**src/rtl/hamming74_serial_encoder.sv**
```systemverilog
// -----------------------------------------------------------------------------
// hamming74_serial_encoder
//
// Buffers 4-bit nibbles in a small FIFO, encodes each into a Hamming(7,4)
// codeword {p1,p2,d1,p3,d2,d3,d4} and shifts it out one bit per enabled cycle,
// codeword position 1 first. Frames follow each other with no gap while data
// is queued and ena stays high.
//
// Ports
//   clk          clock, rising edge
//   rst_n        asynchronous active-low reset
//   ena          serializer advance enable (FIFO keeps accepting when low)
//   in_valid     in_data is valid
//   in_data[3:0] nibble, bit 0 = d1 .. bit 3 = d4
//   in_ready     FIFO can accept a nibble (decoded from the registered count)
//   enc_out      serial code bit (IDLE_BIT when no bit is sent)
//   enc_valid    enc_out carries a code bit this cycle
//   frame_start  first bit of a codeword
//   busy         codeword in flight or FIFO non-empty
// -----------------------------------------------------------------------------
module hamming74_serial_encoder #(
  parameter int FIFO_DEPTH = 4,
  parameter bit IDLE_BIT   = 1'b0
) (
  input  logic       clk,
  input  logic       rst_n,
  input  logic       ena,
  input  logic       in_valid,
  input  logic [3:0] in_data,
  output logic       in_ready,
  output logic       enc_out,
  output logic       enc_valid,
  output logic       frame_start,
  output logic       busy
);

  localparam int AW = (FIFO_DEPTH > 1) ? $clog2(FIFO_DEPTH) : 1;
  localparam int CW = $clog2(FIFO_DEPTH + 1);

  typedef enum logic {
    IDLE,
    SHIFT
  } state_t;

  // idx is the position of the NEXT bit to present; 7 means the last bit of
  // the current codeword is on the output and the frame ends at the next
  // enabled edge.
  localparam logic [2:0] IDX_DONE = 3'd7;

  function automatic logic [6:0] encode(input logic [3:0] d);
    logic p1, p2, p3;
    p1 = d[0] ^ d[1] ^ d[3];
    p2 = d[0] ^ d[2] ^ d[3];
    p3 = d[1] ^ d[2] ^ d[3];
    return {p1, p2, d[0], p3, d[1], d[2], d[3]};
  endfunction

  // ---------------------------------------------------------------- FIFO
  logic [3:0]    mem [FIFO_DEPTH];
  logic [AW-1:0] wr_ptr, rd_ptr;
  logic [CW-1:0] count, count_d;
  logic          push, pop;

  assign in_ready = (count < CW'(FIFO_DEPTH));
  assign push     = in_valid && in_ready;
  assign count_d  = count + CW'(push) - CW'(pop);

  // NOTE: the storage array carries no reset; validity is tracked by count,
  // so resetting the data would only add reset fan-out.
  always_ff @(posedge clk) begin
    if (push) mem[wr_ptr] <= in_data;
  end

  // NOTE: all sequential state uses non-blocking assignments so every
  // register samples pre-edge values regardless of statement order.
  always_ff @(posedge clk or negedge rst_n) begin
    if (!rst_n) begin
      wr_ptr <= '0;
      rd_ptr <= '0;
      count  <= '0;
    end else begin
      if (push) wr_ptr <= wr_ptr + 1'b1;   // power-of-two depth: wraps naturally
      if (pop)  rd_ptr <= rd_ptr + 1'b1;
      count <= count_d;
    end
  end

  // ---------------------------------------------------------- serializer
  state_t     state, state_d;
  logic [2:0] idx, idx_d;
  logic [6:0] cw, cw_d, head_cw;
  logic       valid_d, out_d, fs_d, busy_d;

  assign head_cw = encode(mem[rd_ptr]);

  // NOTE: every signal driven here gets a default first, so no path can
  // leave one unassigned and infer a latch.
  always_comb begin
    state_d = state;
    idx_d   = idx;
    cw_d    = cw;
    pop     = 1'b0;
    valid_d = 1'b0;
    out_d   = IDLE_BIT;
    fs_d    = 1'b0;

    if (ena) begin
      if (state == IDLE || idx == IDX_DONE) begin
        if (count != '0) begin
          // Load the next codeword and present its first bit right away.
          pop     = 1'b1;
          cw_d    = head_cw;
          state_d = SHIFT;
          idx_d   = 3'd1;
          valid_d = 1'b1;
          out_d   = head_cw[6];
          fs_d    = 1'b1;
        end else begin
          state_d = IDLE;
          idx_d   = 3'd0;
        end
      end else begin
        valid_d = 1'b1;
        out_d   = cw[3'd6 - idx];
        idx_d   = idx + 3'd1;
      end
    end

    busy_d = (state_d != IDLE) || (count_d != '0);
  end

  always_ff @(posedge clk or negedge rst_n) begin
    if (!rst_n) begin
      state       <= IDLE;
      idx         <= 3'd0;
      cw          <= '0;
      enc_valid   <= 1'b0;
      enc_out     <= IDLE_BIT;
      frame_start <= 1'b0;
      busy        <= 1'b0;
    end else begin
      state       <= state_d;
      idx         <= idx_d;
      cw          <= cw_d;
      enc_valid   <= valid_d;
      enc_out     <= out_d;
      frame_start <= fs_d;
      busy        <= busy_d;
    end
  end

endmodule
```
**config.mk**
```make
export PLATFORM = sky130hd
export DESIGN_NAME = hamming74_serial_encoder
export DESIGN_NICKNAME = d
export VERILOG_FILES = /design/src/rtl/hamming74_serial_encoder.sv
export SDC_FILE = /design/constraint.sdc
export NUM_CORES = 1
export LEC_CHECK = 0
export BUFFER_PORTS_ARGS = -buffer_cell sky130_fd_sc_hd__buf_2
export CAP_MARGIN = 5
export CORE_ASPECT_RATIO = 0.7
export CORE_MARGIN = 5
export CORE_UTILIZATION = 30
export CTS_CLUSTER_SIZE = 16
export DETAILED_ROUTE_END_ITERATION = 12
export PLACE_DENSITY = 0.51
export SYNTH_ARGS = -nofsm -noshare
export SYNTH_HDL_FRONTEND = slang
export SYNTH_SLANG_ARGS = --single-unit
```
**constraint.sdc**
```tcl
create_clock -name clk -period 2.7 [get_ports clk]
set_input_delay 0.27 -clock clk [delete_from_list [all_inputs] [get_ports clk]]
set_output_delay 0.27 -clock clk [all_outputs]
set_load 0.01 [all_outputs]
```
Word-level counts from Yosys, hierarchy flattened
Memories as Yosys holds them, arrays and structs flattened.
Cells that the tools add are included.
Operators by class
  order comparisons: 2
  eq/ne operators: 1
  muxes and demuxes: 16
  bitwise logic cells: 7
  reduce and logical (&&, ||, !) cells: 6
  $add $sub $neg: 6
Operators by type and width (count)
  2-to-1 mux 1 bit: 14
  nonzero test 3 bit: 2
  bitwise XOR 1 bit: 6
  adder 2 x 1 -> 2 bit (second input constant): 2
  < comparator 3 x 4 -> 1 bit (second input constant): 1
  adder 3 x 1 -> 3 bit: 1
  adder 3 x 1 -> 3 bit (second input constant): 1
  binary-select mux 1 bit (select 3 bit): 1
  == test 3 bit (second input constant): 1
  < comparator 3 bit (second input constant): 1
  2-to-1 mux 3 bit: 1
  AND reduction 3 bit: 1
  subtractor 3 x 1 -> 3 bit: 1
  subtractor 3 bit (first input constant): 1
  logical OR 1 bit: 2
  logical AND 1 bit: 1
  inverter 1 bit: 1
Word-level totals
  memory bits (writable): 16
  flip-flop bits (word level): 22
  input port bits: 8
  memories: 1
Memory list
  mem: words 4, bits a word 4, rd ports 1, clocked after memory_dff 0, write ports 1, line 59  | logic [3:0] mem [FIFO_DEPTH];

Longest topological paths before layout
  word-level depth: 7
  depth in mapped cells: 13
  mapped depth without buffers: 13

Worst setup path before layout
Ideal clock, no wire load.
  path kind: register -> register
  from: register idx[0]
  to: register busy
  required time: 2.561 ns
  path slack: -0.227 ns
  clock period less this slack: 2.927 ns
  arrival: 2.788 ns
  cell stages (with the launch flop): 14
  setup time: 0.139 ns
  cell sequence: dfrtp_1 > ha_1 > ha_1 > nand2b_1 > nand2_1 > inv_2 > ha_1 > inv_1 > ha_1 > inv_1 > fa_1 > xnor2_1 > xnor2_1 > or4_1
On the way
  cells in the longest elaborated chain, start to end: 7
  elaborated cells on any way between the ends: 9
Ends and longest elaborated chain
  start, declared: line 90  | logic [2:0] idx, idx_d;
  start signal, assigned: line 143  | idx <= idx_d;
  == test 3 bit: line 108  | if (state == IDLE || idx == IDX_DONE) begin
  logical OR 1 bit: line 108
  2-to-1 mux 1 bit (2 in series)
  via fs_d: line 92  | logic valid_d, out_d, fs_d, busy_d;
  subtractor 3 x 1 -> 3 bit: line 66  | assign count_d = count + CW'(push) - CW'(pop);
  via count_d[2]: line 61  | logic [CW-1:0] count, count_d;
  nonzero test 3 bit: line 129  | busy_d = (state_d != IDLE) || (count_d != '0);
  logical OR 1 bit: line 129
  via busy_d: line 92
  end signal, assigned: line 148  | busy <= busy_d;
  end, declared: line 34  | output logic busy
The timed path passes the listed nets, and every way through them passes these cells.
A chain may end at the register's enable or synchronous reset.

Final worst setup path
  from: register idx[1]
  to: register busy
Same word-level chain as after synthesis.

==> flow_summary_export.csv <==
group,metric,value,unit
drt,vias,915,
timing,slew_headroom,64.98,%
power_and_ir_drop,cellPowerDensity,1096,mW/mm^2
worst_setup_path,critical_path_class,"reg -> reg",
placed_design,dp_hpwl,2155,um
drt,avgViaCountPerCell,4.316,
worst_setup_path,cp-start-kind,"flop",
timing,period_share,97.29,%
timing,rsz0062_at_grt,"true",
worst_setup_path,cp_common_cell,"ha_4",
worst_setup_path,path_delay_family,"adder cells",
grt,antenna_found_initial,0,
synth,ys.flop_type,"dfrtp_1",
die,start_util,30.39,%
die,die_y,73.25,um
die,row_count,23,
timing,setup_violations,0,
min_path,worst_hold_path_type,"in -> reg",
timing,slew_violations,0,
synth,synth_seq_cells,38,
flow_run,cap_violations,0,
drt,drc,0,
power_and_ir_drop,intPower,1557,uW
layout,n_antenna_cell,0,
worst_setup_path,cp_slowest_cell,"fa_2",
worst_setup_path,endpoint_kind,"flop",
worst_setup_path,crit_chain,"ha_2, ha_4, nand2b_4, nand2_4, inv_6, ha_4, inv_2, ha_4, inv_2, fa_2, inv_1, or4_1",
die,core_area,0.005640,sq mm
timing,skew,0.009003,ns
clock_tree,clk-insertion-delay-late,0.29,ns
clock_tree,clockRootBuffer,"clkbuf_8",
synth,syn-num-nets,129,
layout,fin_nets,154,
timing,hold_slack,0.2013,ns
worst_setup_path,path_max_fanout,3,
drt,detail-route-antenna-nets,0,
grt,grt_max_degree,23,
drt,dr.pass1.iters,3,
layout,layout.cells.non_filler,212,
drt,drt_wl_total,2890,um
power_and_ir_drop,leakagePower,0.0008716,uW
drt,wl_per_cell,13.63,um
synth,syn_inst,111,
grt,gr-total-overflow,0,
power_and_ir_drop,swShare,31.58,%
clock_tree,ctsLongestPathBuffers,2,
worst_setup_path,cpPeakStageDelay,0.52,ns
synth,ys_warn_count,0,
power_and_ir_drop,pwr-share-comb,42.8,%
layout,drive_gt1_share,34.31,%
die,die_w,100.3,um
drt,detail_route.iter0.violations,14,
synth,ys_seq_area_share,60.15,%
outcome,outcome,"completed",
synth,synth_edf_count,16,
die,dieArea,0.007350,sq mm
layout,final_cell_mix,"dfrtp_1, edfxtp_1, buf_2",
clock_tree,clock_sinks,38,
power_and_ir_drop,total_power,2275,uW
die,boundaryPins,13,
power_and_ir_drop,peakVddDrop,444.6,uV
power_and_ir_drop,power_frac_seq,40.1,%
timing,hold_violations,0,
power_and_ir_drop,switchingPower,718.4,uW
layout,final_common_cell,"dfrtp_1",
grt,grt_pass1_vias,1022,
clock_tree,h-tree-depth,2,
placed_design,dp.cells,202,
timing,worst_pin_slew,0.5253,ns
placed_design,place.port_buffers,12,
clock_tree,cts_tree,"yes",
worst_setup_path,cp_data_arrival_time,2.79,ns
synth,ys_types,30,
power_and_ir_drop,clockPowerShare,17.1,%
synth,async_flop_share,57.89,%
clock_tree,cts_buffers,5,
synth,netlist_area,0.001714,sq mm
clock_tree,clkTransAtPathRegs,0.07,ns
grt,grt_usage,9.205,%
timing,fmaxAchievable,380.7,MHz
worst_setup_path,required,2.86,ns
placed_design,gp_congestion,0.7551,
timing,setup_tns,0,ns
worst_setup_path,critPathBufInv,4,
timing,period_minus_slack,2.627,ns
grt,grt_pass1_wl,5016,um
synth,avgSynthCellArea,15.44,sq um
layout,synthToLayoutAreaGrowth,21.09,%
[cell usage after synthesis, drive strengths merged, types with 2 or more instances]
master  number  area, sq um
mux2         6        71.31
nand2        7        26.28
o21ai        5        25.02
edfxtp      16        480.5
dfrtp       22        550.5
xor3         2        47.55
ha           9        112.6
inv         11        41.29
mux2i        2        20.02
mux4         5        116.4
xnor2        6        52.55
and2         4        25.02
nand3        2        10.01
[registers in the layout, summed over array words and instances (netlist names)]
name and count:
busy 1, mem 16, enc_out 1, enc_valid 1, wr_ptr 2, frame_start 1
state 1, rd_ptr 2, cw 7, count 3, idx 3
[path summary, 6_finish.rpt]
check	startpoint	end	slack (ns)	depth (start not counted)
min in group asynchronous	rst_n	cw[4]	0.50	2
max in group asynchronous	rst_n	cw[3]	1.84	2
min reg2reg	cw[0]	cw[0]	0.52	1
max	idx[1]	busy	0.07	12
max reg2reg	idx[1]	busy	0.07	12
min	in_data[3]	mem[0][3]	0.20	1
[power by group through the flow]
stage,combinational (uW),clock (uW),sequential (uW)
floorplan,749,0,901
global placement,942,0,918
detailed placement,963,0,924
CTS,966,400,914
global route,1100,427,933
finish,974,389,912
[timing repair]
action / in CTS / in global routing
hold buffers: 1 / 0
gates resized for setup: 0 / 2
hold endpoints to repair: 22 / 0
setup endpoints to repair: 0 / 1
setup buffers: 0 / 1
[cells by family after synthesis]
logic type | count (synthesis) | share of synthesized area (%)
AO/OA/AOI/OAI | 10 | 3.796
adder cells (fa/ha/maj) | 10 | 7.737
XOR/XNOR | 9 | 7.373
AND/OR/NAND/NOR | 18 | 5.548
multiplexers | 13 | 12.12
flip-flops | 38 | 60.15
buffers and inverters | 13 | 3.284
[metal layers]
layer | global-route usage, % | part of all wire, % | wire (um)
met1 | 11.53 | 47 | 1363
met4 | 4.484 | 2.2 | 63
met2 | 13.88 | 46 | 1330
met5 | 0 | 0 | 0
met3 | 3.725 | 4.6 | 132
[per-stage QoR]
stage / util, % / area [sq um] / setup slack [ns]
after CTS: 36.49 / 2058 / 0.009214
after detailed placement: 34.72 / 1958 / 0.02375
final: 36.80 / 2076 / 0.07316
after floorplan: - / 1774 / 0.003278
after global routing: 36.80 / 2076 / -0.02874
after global placement: 34.72 / 1958 / 0.05216
[area by class of cell]
class,instances,area (sq um)
clock buffer,6,82.58
inverter,11,46.29
sequential,38,1031
tap,75,93.84
multi-input combinational,60,691.9
timing repair buffer,20,122.6
fill,551,3565
clock inverter,2,7.507
Power figures use the tool's default switching activity.
